--- src/rtl/mips_bus_pkg.sv ---
// Shared types and helpers for the MIPS bus port arbiter: access sizes,
// FSM states, byte-lane masks and the alignment rule.
package mips_bus_pkg;

  typedef enum logic [1:0] {
    SZ_BYTE  = 2'b00,
    SZ_HALF  = 2'b01,
    SZ_WORD  = 2'b10,
    SZ_DWORD = 2'b11
  } size_e;

  typedef enum logic [1:0] {
    ST_IDLE,
    ST_CMD,
    ST_RDATA,
    ST_RESP
  } state_e;

  localparam int MAX_CH = 4;

  function automatic logic [7:0] be_mask(input size_e sz);
    case (sz)
      SZ_BYTE: return 8'h01;
      SZ_HALF: return 8'h03;
      SZ_WORD: return 8'h0F;
      default: return 8'hFF;
    endcase
  endfunction

  // A dword on a 32-bit bus cannot be issued, so it is reported like a misalignment.
  function automatic logic is_misaligned(input size_e sz, input logic [2:0] lo,
                                         input logic dword_ok);
    case (sz)
      SZ_BYTE: return 1'b0;
      SZ_HALF: return lo[0];
      SZ_WORD: return |lo[1:0];
      default: return !dword_ok || (|lo);
    endcase
  endfunction

endpackage

--- src/rtl/mips_bus_load_align.sv ---
// Load data aligner: shifts the bus word down by the byte offset, then
// zero- or sign-extends it according to the access size.
module mips_bus_load_align
  import mips_bus_pkg::*;
#(
  parameter int DATA_W = 32,
  parameter int OFF_W  = $clog2(DATA_W / 8)
) (
  input  logic [DATA_W-1:0] i_rdata,
  input  logic [OFF_W-1:0]  i_offset,
  input  logic [1:0]        i_size,
  input  logic              i_signed,
  output logic [DATA_W-1:0] o_data
);

  logic [DATA_W-1:0] w_shifted;
  logic [DATA_W-1:0] w_keep;
  logic              w_sign;

  always_comb begin
    w_shifted = i_rdata >> {i_offset, 3'b000};
    w_keep    = '1;
    w_sign    = 1'b0;
    case (size_e'(i_size))
      SZ_BYTE: begin
        w_keep = DATA_W'(8'hFF);
        w_sign = w_shifted[7];
      end
      SZ_HALF: begin
        w_keep = DATA_W'(16'hFFFF);
        w_sign = w_shifted[15];
      end
      SZ_WORD: begin
        w_keep = DATA_W'(32'hFFFF_FFFF);
        w_sign = w_shifted[31];
      end
      default: ;
    endcase
    o_data = (w_shifted & w_keep) | ((i_signed && w_sign) ? ~w_keep : '0);
  end

endmodule

--- src/rtl/mips_bus_port_arbiter.sv ---
// Round-robin arbiter that funnels per-channel load/store requests onto a
// single Avalon master port, one transaction outstanding at a time.
module mips_bus_port_arbiter
  import mips_bus_pkg::*;
#(
  parameter int NUM_CH = 2,
  parameter int DATA_W = 32,
  parameter int ADDR_W = 32
) (
  input  logic                     clk,
  input  logic                     reset,
  input  logic [NUM_CH-1:0]        req_valid,
  input  logic [NUM_CH-1:0]        req_write,
  input  logic [2*NUM_CH-1:0]      req_size,
  input  logic [NUM_CH-1:0]        req_signed,
  input  logic [ADDR_W*NUM_CH-1:0] req_addr,
  input  logic [DATA_W*NUM_CH-1:0] req_wdata,
  output logic [NUM_CH-1:0]        req_ready,
  output logic [NUM_CH-1:0]        resp_valid,
  output logic [DATA_W-1:0]        resp_rdata,
  output logic                     resp_misalign,
  output logic [ADDR_W-1:0]        address,
  output logic                     write,
  output logic                     read,
  output logic [DATA_W-1:0]        writedata,
  output logic [DATA_W/8-1:0]      byteenable,
  input  logic                     waitrequest,
  input  logic [DATA_W-1:0]        readdata
);

  localparam int BYTES = DATA_W / 8;
  localparam int OFF_W = $clog2(BYTES);

  state_e              r_state;
  state_e              w_state_next;
  logic [1:0]          r_rr_ptr;
  logic [1:0]          r_ch;
  logic                r_write;
  size_e               r_size;
  logic                r_signed;
  logic [OFF_W-1:0]    r_offset;
  logic                r_misalign;
  logic [ADDR_W-1:0]   r_address;
  logic [DATA_W-1:0]   r_wdata;
  logic [BYTES-1:0]    r_be;
  logic [DATA_W-1:0]   r_rdata;

  // Request vectors widened to MAX_CH so any channel count indexes cleanly.
  logic [MAX_CH-1:0]        w_valid_pad;
  logic [MAX_CH-1:0]        w_write_pad;
  logic [MAX_CH-1:0]        w_signed_pad;
  logic [2*MAX_CH-1:0]      w_size_pad;
  logic [ADDR_W*MAX_CH-1:0] w_addr_pad;
  logic [DATA_W*MAX_CH-1:0] w_wdata_pad;

  always_comb begin
    // NOTE: every always_comb output gets a default first so no path leaves it unassigned (no latch).
    w_valid_pad  = '0;
    w_write_pad  = '0;
    w_signed_pad = '0;
    w_size_pad   = '0;
    w_addr_pad   = '0;
    w_wdata_pad  = '0;
    w_valid_pad[NUM_CH-1:0]         = req_valid;
    w_write_pad[NUM_CH-1:0]         = req_write;
    w_signed_pad[NUM_CH-1:0]        = req_signed;
    w_size_pad[2*NUM_CH-1:0]        = req_size;
    w_addr_pad[ADDR_W*NUM_CH-1:0]   = req_addr;
    w_wdata_pad[DATA_W*NUM_CH-1:0]  = req_wdata;
  end

  logic       w_gnt_found;
  logic [1:0] w_gnt_idx;
  logic [2:0] w_scan;

  always_comb begin
    w_gnt_found = 1'b0;
    w_gnt_idx   = '0;
    w_scan      = '0;
    for (int k = 0; k < NUM_CH; k++) begin
      w_scan = 3'(r_rr_ptr) + 3'(k);
      if (w_scan >= 3'(NUM_CH)) w_scan = w_scan - 3'(NUM_CH);
      if (!w_gnt_found && w_valid_pad[w_scan[1:0]]) begin
        w_gnt_found = 1'b1;
        w_gnt_idx   = w_scan[1:0];
      end
    end
  end

  logic              w_sel_write;
  logic              w_sel_signed;
  size_e             w_sel_size;
  logic [ADDR_W-1:0] w_sel_addr;
  logic [DATA_W-1:0] w_sel_wdata;
  logic [OFF_W-1:0]  w_sel_offset;
  logic              w_sel_misalign;
  logic [BYTES-1:0]  w_sel_be;
  logic [2:0]        w_ptr_inc;
  logic [1:0]        w_ptr_next;

  assign w_sel_write    = w_write_pad[w_gnt_idx];
  assign w_sel_signed   = w_signed_pad[w_gnt_idx];
  assign w_sel_size     = size_e'(w_size_pad[{w_gnt_idx, 1'b0} +: 2]);
  assign w_sel_addr     = w_addr_pad[w_gnt_idx*ADDR_W +: ADDR_W];
  assign w_sel_wdata    = w_wdata_pad[w_gnt_idx*DATA_W +: DATA_W];
  assign w_sel_offset   = w_sel_addr[OFF_W-1:0];
  assign w_sel_misalign = is_misaligned(w_sel_size, w_sel_addr[2:0], DATA_W == 64);
  assign w_sel_be       = BYTES'(be_mask(w_sel_size)) << w_sel_offset;
  assign w_ptr_inc      = 3'(w_gnt_idx) + 3'd1;
  assign w_ptr_next     = (w_ptr_inc == 3'(NUM_CH)) ? 2'd0 : w_ptr_inc[1:0];

  logic w_grant;

  always_comb begin
    w_state_next = r_state;
    w_grant      = 1'b0;
    case (r_state)
      ST_IDLE: begin
        if (w_gnt_found && !reset) begin
          w_grant      = 1'b1;
          w_state_next = w_sel_misalign ? ST_RESP : ST_CMD;
        end
      end
      ST_CMD:   if (!waitrequest) w_state_next = r_write ? ST_RESP : ST_RDATA;
      ST_RDATA: w_state_next = ST_RESP;
      default:  w_state_next = ST_IDLE;
    endcase
  end

  logic [DATA_W-1:0] w_load_data;

  mips_bus_load_align #(
    .DATA_W (DATA_W),
    .OFF_W  (OFF_W)
  ) u_load_align (
    .i_rdata  (readdata),
    .i_offset (r_offset),
    .i_size   (r_size),
    .i_signed (r_signed),
    .o_data   (w_load_data)
  );

  always_ff @(posedge clk) begin
    // NOTE: sequential state uses non-blocking assignments so every register samples pre-edge values.
    if (reset) begin
      r_state    <= ST_IDLE;
      r_rr_ptr   <= '0;
      r_ch       <= '0;
      r_write    <= 1'b0;
      r_size     <= SZ_BYTE;
      r_signed   <= 1'b0;
      r_offset   <= '0;
      r_misalign <= 1'b0;
      r_address  <= '0;
      r_wdata    <= '0;
      r_be       <= '0;
      r_rdata    <= '0;
    end else begin
      r_state <= w_state_next;
      if (w_grant) begin
        r_rr_ptr   <= w_ptr_next;
        r_ch       <= w_gnt_idx;
        r_write    <= w_sel_write;
        r_size     <= w_sel_size;
        r_signed   <= w_sel_signed;
        r_offset   <= w_sel_offset;
        r_misalign <= w_sel_misalign;
        r_address  <= w_sel_addr & ~ADDR_W'(BYTES - 1);
        r_wdata    <= w_sel_wdata << {w_sel_offset, 3'b000};
        r_be       <= w_sel_be;
        r_rdata    <= '0;
      end
      if (r_state == ST_RDATA) r_rdata <= w_load_data;
    end
  end

  logic [MAX_CH-1:0] w_ready_pad;
  logic [MAX_CH-1:0] w_resp_pad;

  always_comb begin
    w_ready_pad = '0;
    w_resp_pad  = '0;
    if (w_grant) w_ready_pad[w_gnt_idx] = 1'b1;
    if (r_state == ST_RESP) w_resp_pad[r_ch] = 1'b1;
  end

  assign req_ready     = w_ready_pad[NUM_CH-1:0];
  assign resp_valid    = w_resp_pad[NUM_CH-1:0];
  assign resp_misalign = (r_state == ST_RESP) && r_misalign;
  assign resp_rdata    = r_rdata;
  assign read          = (r_state == ST_CMD) && !r_write;
  assign write         = (r_state == ST_CMD) && r_write;
  assign address       = r_address;
  assign writedata     = r_wdata;
  assign byteenable    = r_be;

endmodule

--- config.mk ---
export PLATFORM = sky130hd
export DESIGN_NAME = mips_bus_port_arbiter
export DESIGN_NICKNAME = d
export VERILOG_FILES = /design/src/rtl/mips_bus_pkg.sv /design/src/rtl/mips_bus_load_align.sv /design/src/rtl/mips_bus_port_arbiter.sv
export SDC_FILE = /design/constraint.sdc
export NUM_CORES = 1
export LEC_CHECK = 0
export BUFFER_PORTS_ARGS = -buffer_cell sky130_fd_sc_hd__buf_2
export CAP_MARGIN = 40
export CELL_PAD_IN_SITES_DETAIL_PLACEMENT = 1
export CELL_PAD_IN_SITES_GLOBAL_PLACEMENT = 1
export CORE_MARGIN = 2
export CORE_UTILIZATION = 30
export DETAILED_ROUTE_END_ITERATION = 8
export GPL_ROUTABILITY_DRIVEN = 0
export PLACE_DENSITY = 0.86
export SYNTH_ARGS = -nofsm -noshare
export SYNTH_HDL_FRONTEND = slang
export SYNTH_SLANG_ARGS = --single-unit
--- constraint.sdc ---
create_clock -name clk -period 1.8 [get_ports clk]
set_input_delay 0.18 -clock clk [delete_from_list [all_inputs] [get_ports clk]]
set_output_delay 0.18 -clock clk [all_outputs]
set_load 0.05 [all_outputs]
==> results.toml <==
[power]
combPwrFrac_pct = 52.3
pwr-share-seq_pct = 30.4
pwr-share-clk_pct = 17.3
p_int_w = 0.00588
vdd_drop_max_mv = 0.437
total_power_w = 0.0113
p_sw_share_pct = 48.2
leakagePower_nw = 3.93
power.switching_w = 0.00546
power.density_nw_per_um2 = 1410

[clocking]
cts_max_level = 3
cts_root_buf = "clkbuf_16"
cts_made_buffers = 9
clkSinkCount = 111
postCtsHoldBufs = 0
clk_pin_slew_ps = 80
clk_latency_ps = 350
clk_path_buf_depth = 2
cts_tree = "yes"

[routing]
postRouteAntennaNets = 0
drc = 0
dr_total_vias = 6119
wire_per_inst_um = 19.1
drt_iter0_drc = 211
drt-pass1-iter-count = 4
viasPerCell = 5.10
routed_wl_um = 22900

[sta]
drv_slew = 0
relSlewSlack_pct = 61.1
fin_crit_sh_pct = 96.4
fmax_mhz = 576
rsz0062_at_grt = "true"
hold_viol = 0
finalCriticalPeriod_ps = 1740
setup_viol = 0
fin_skew_ps = 15.0
worstMarginPinSlew_ps = 583

[setup_path]
critPathArrivalTime_ps = 1560
critPathCaptureType = "output pin"
crit_type = "register to output pin"
cp_max_fo = 4
cp.required_ps = 1620
start_kind = "register"
reg2regPathDepth = 4

[logic_synthesis]
ys_async_sr_fraction_pct = 0
yosysWarnings = 0
yosysUniqueCellTypes = 44
netlist_top_cells_area = "dfxtp_1, mux2i_1, a211oi_1"
synth-seq-cells = 111
yosys.area.top_type = "dfxtp_1"
synthCells = 659
synth_edf_count = 0
synth_area_um2 = 5870
synth.yosys.seq_area_share_pct = 37.8
netlist.area_leader.share_pct = 37.8
syn_avg_cell_area_um2 = 8.91
yosysMostFrequentCell = "dfxtp_1"
synth_common_cells = "dfxtp_1, mux2i_1, nor2_1"
ys.flop_type = "dfxtp_1"

[global_route]
grt-ovfl-total = 0
grt.total_usage_pct = 21.2
grt_pass1_wl_um = 33700
grt_max_degree = 56
antenna_found_initial = 3
grt_pass1_vias = 6141

[floorplanning]
core_um2 = 19300
dieWidth_um = 144
io_pins = 280
dieArea_um2 = 20700
num_rows = 51
start_util_pct = 30.4
die_height_um = 144

[finish]
nets = 1105
drive_gt1_share_pct = 39.7
multiInputGateArea_um2 = 3350
fillers = 2370
regArea_um2 = 2230
synthToLayoutAreaGrowth_pct = 36.6
instances_no_fill = 1200

[place]
numPortBuffers = 277
dp_hpwl_um = 18400
dp_cells = 1179

[run_status]
status = "finished, final reports clean"

[run]
max-cap-violations = 0

[hold_path]
min_path_cells = 2
hp-class = "input pin to register"
## power by group through the flow
| stage | Combinational (W) | Clock [W] | Sequential, W |
|---|---|---|---|
| final | 0.00593 | 0.00196 | 0.00345 |
| after global routing | 0.00635 | 0.00213 | 0.00352 |
| after CTS | 0.00594 | 0.00202 | 0.00344 |
| after detailed placement | 0.00589 | 0 | 0.00349 |
| after global placement | 0.00575 | 0 | 0.00346 |
| after floorplan | 0.00245 | 0 | 0.00517 |
## cells in the final DEF, fill, tap and decap left out, types with 3 or more instances in the layout
master        n
buf_2       275
a31oi_1      10
and3_1        3
o211ai_1     25
ha_1          3
a221o_1       8
nor3b_1       7
mux2i_1      95
inv_2         3
nor2b_1      12
nor3_1        3
nand2_1      62
o21ai_0      18
a22o_1        9
dfxtp_2       3
dfxtp_1     108
nor2_1       68
mux2_2       16
a211oi_1     53
o21ai_1      10
clkinvlp_4    3
buf_4        31
buf_12        9
a211o_1       8
a21oi_1      47
clkbuf_16     9
## worst max-delay path: stages, from the launching register on
cell and delay, ps:
dfxtp_2 340, inv_2 90, ha_4 150, o211ai_1 190, a21oi_2 240, buf_6 190
## metrics by stage
step / utilization, % / setup TNS [ps] / cell area, µm² / hold slack [ps] / setup slack [ps]
finish: 41.5 / 0 / 8020 / 91.5 / 64.8
floorplan: - / 0 / 5880 / 318 / 31.4
global route: 41.5 / -60.6 / 8020 / 95.5 / -42.4
detailed placement: 39.6 / 0 / 7660 / 448 / 38.6
CTS: 41.3 / -14.4 / 7980 / 71.6 / -14.4
global placement: 39.6 / 0 / 7660 / 441 / 170
## logic make-up after synthesis
logic type	synth area share, %
other	0.0639
buffers and inverters	5.88
adders and majority gates	0.852
AOI/OAI and AO/OA	22.8
DFF	37.8
muxes	19.4
and+or+nand+nor	13.1
## layout make-up
| class | count | share of cell area (%) |
|---|---|---|
| Antenna cell | 2 | 0.0624 |
| Clock buffer | 11 | 3.03 |
| Clock inverter | 5 | 0.530 |
| Inverter | 5 | 0.234 |
| Multi-Input combinational cell | 485 | 41.8 |
| Sequential cell | 111 | 27.8 |
| Tap cell | 265 | 4.13 |
| Timing Repair Buffer | 316 | 22.4 |
## state kept, by name, summed over array words and instances (netlist names), 4 cells and up
name	count
address	30
byteenable	4
resp_rdata	32
writedata	32
## layer usage
| layer | routed length [µm] | vias to the layer above | track usage (%) |
|---|---|---|---|
| met2 | 11300 | 243 | 37.4 |
| met5 | 7 | - | 0 |
| li1 | - | 2939 | - |
| met1 | 9040 | 2888 | 24.3 |
| met3 | 1680 | 47 | 5.10 |
| met4 | 863 | 2 | 9.65 |
## repair_timing
action / 4_1_cts / 5_1_grt
setup endpoints to repair: 2 / 42
hold endpoints to repair: 0 / 0
cloned: 0 / 0
setup buffers: 2 / 1
pin swaps: 1 / 2
resized for setup: 8 / 7
## path summary, 6_finish.rpt
check,startpoint,to,slack (ps)
max,r_state[0],req_ready[0],60
min,readdata[29],resp_rdata[29],90
max reg2reg,r_offset[0],resp_rdata[27],120
min reg2reg,writedata[7],writedata[7],450
Note: power is estimated with default switching activity, not from simulation.
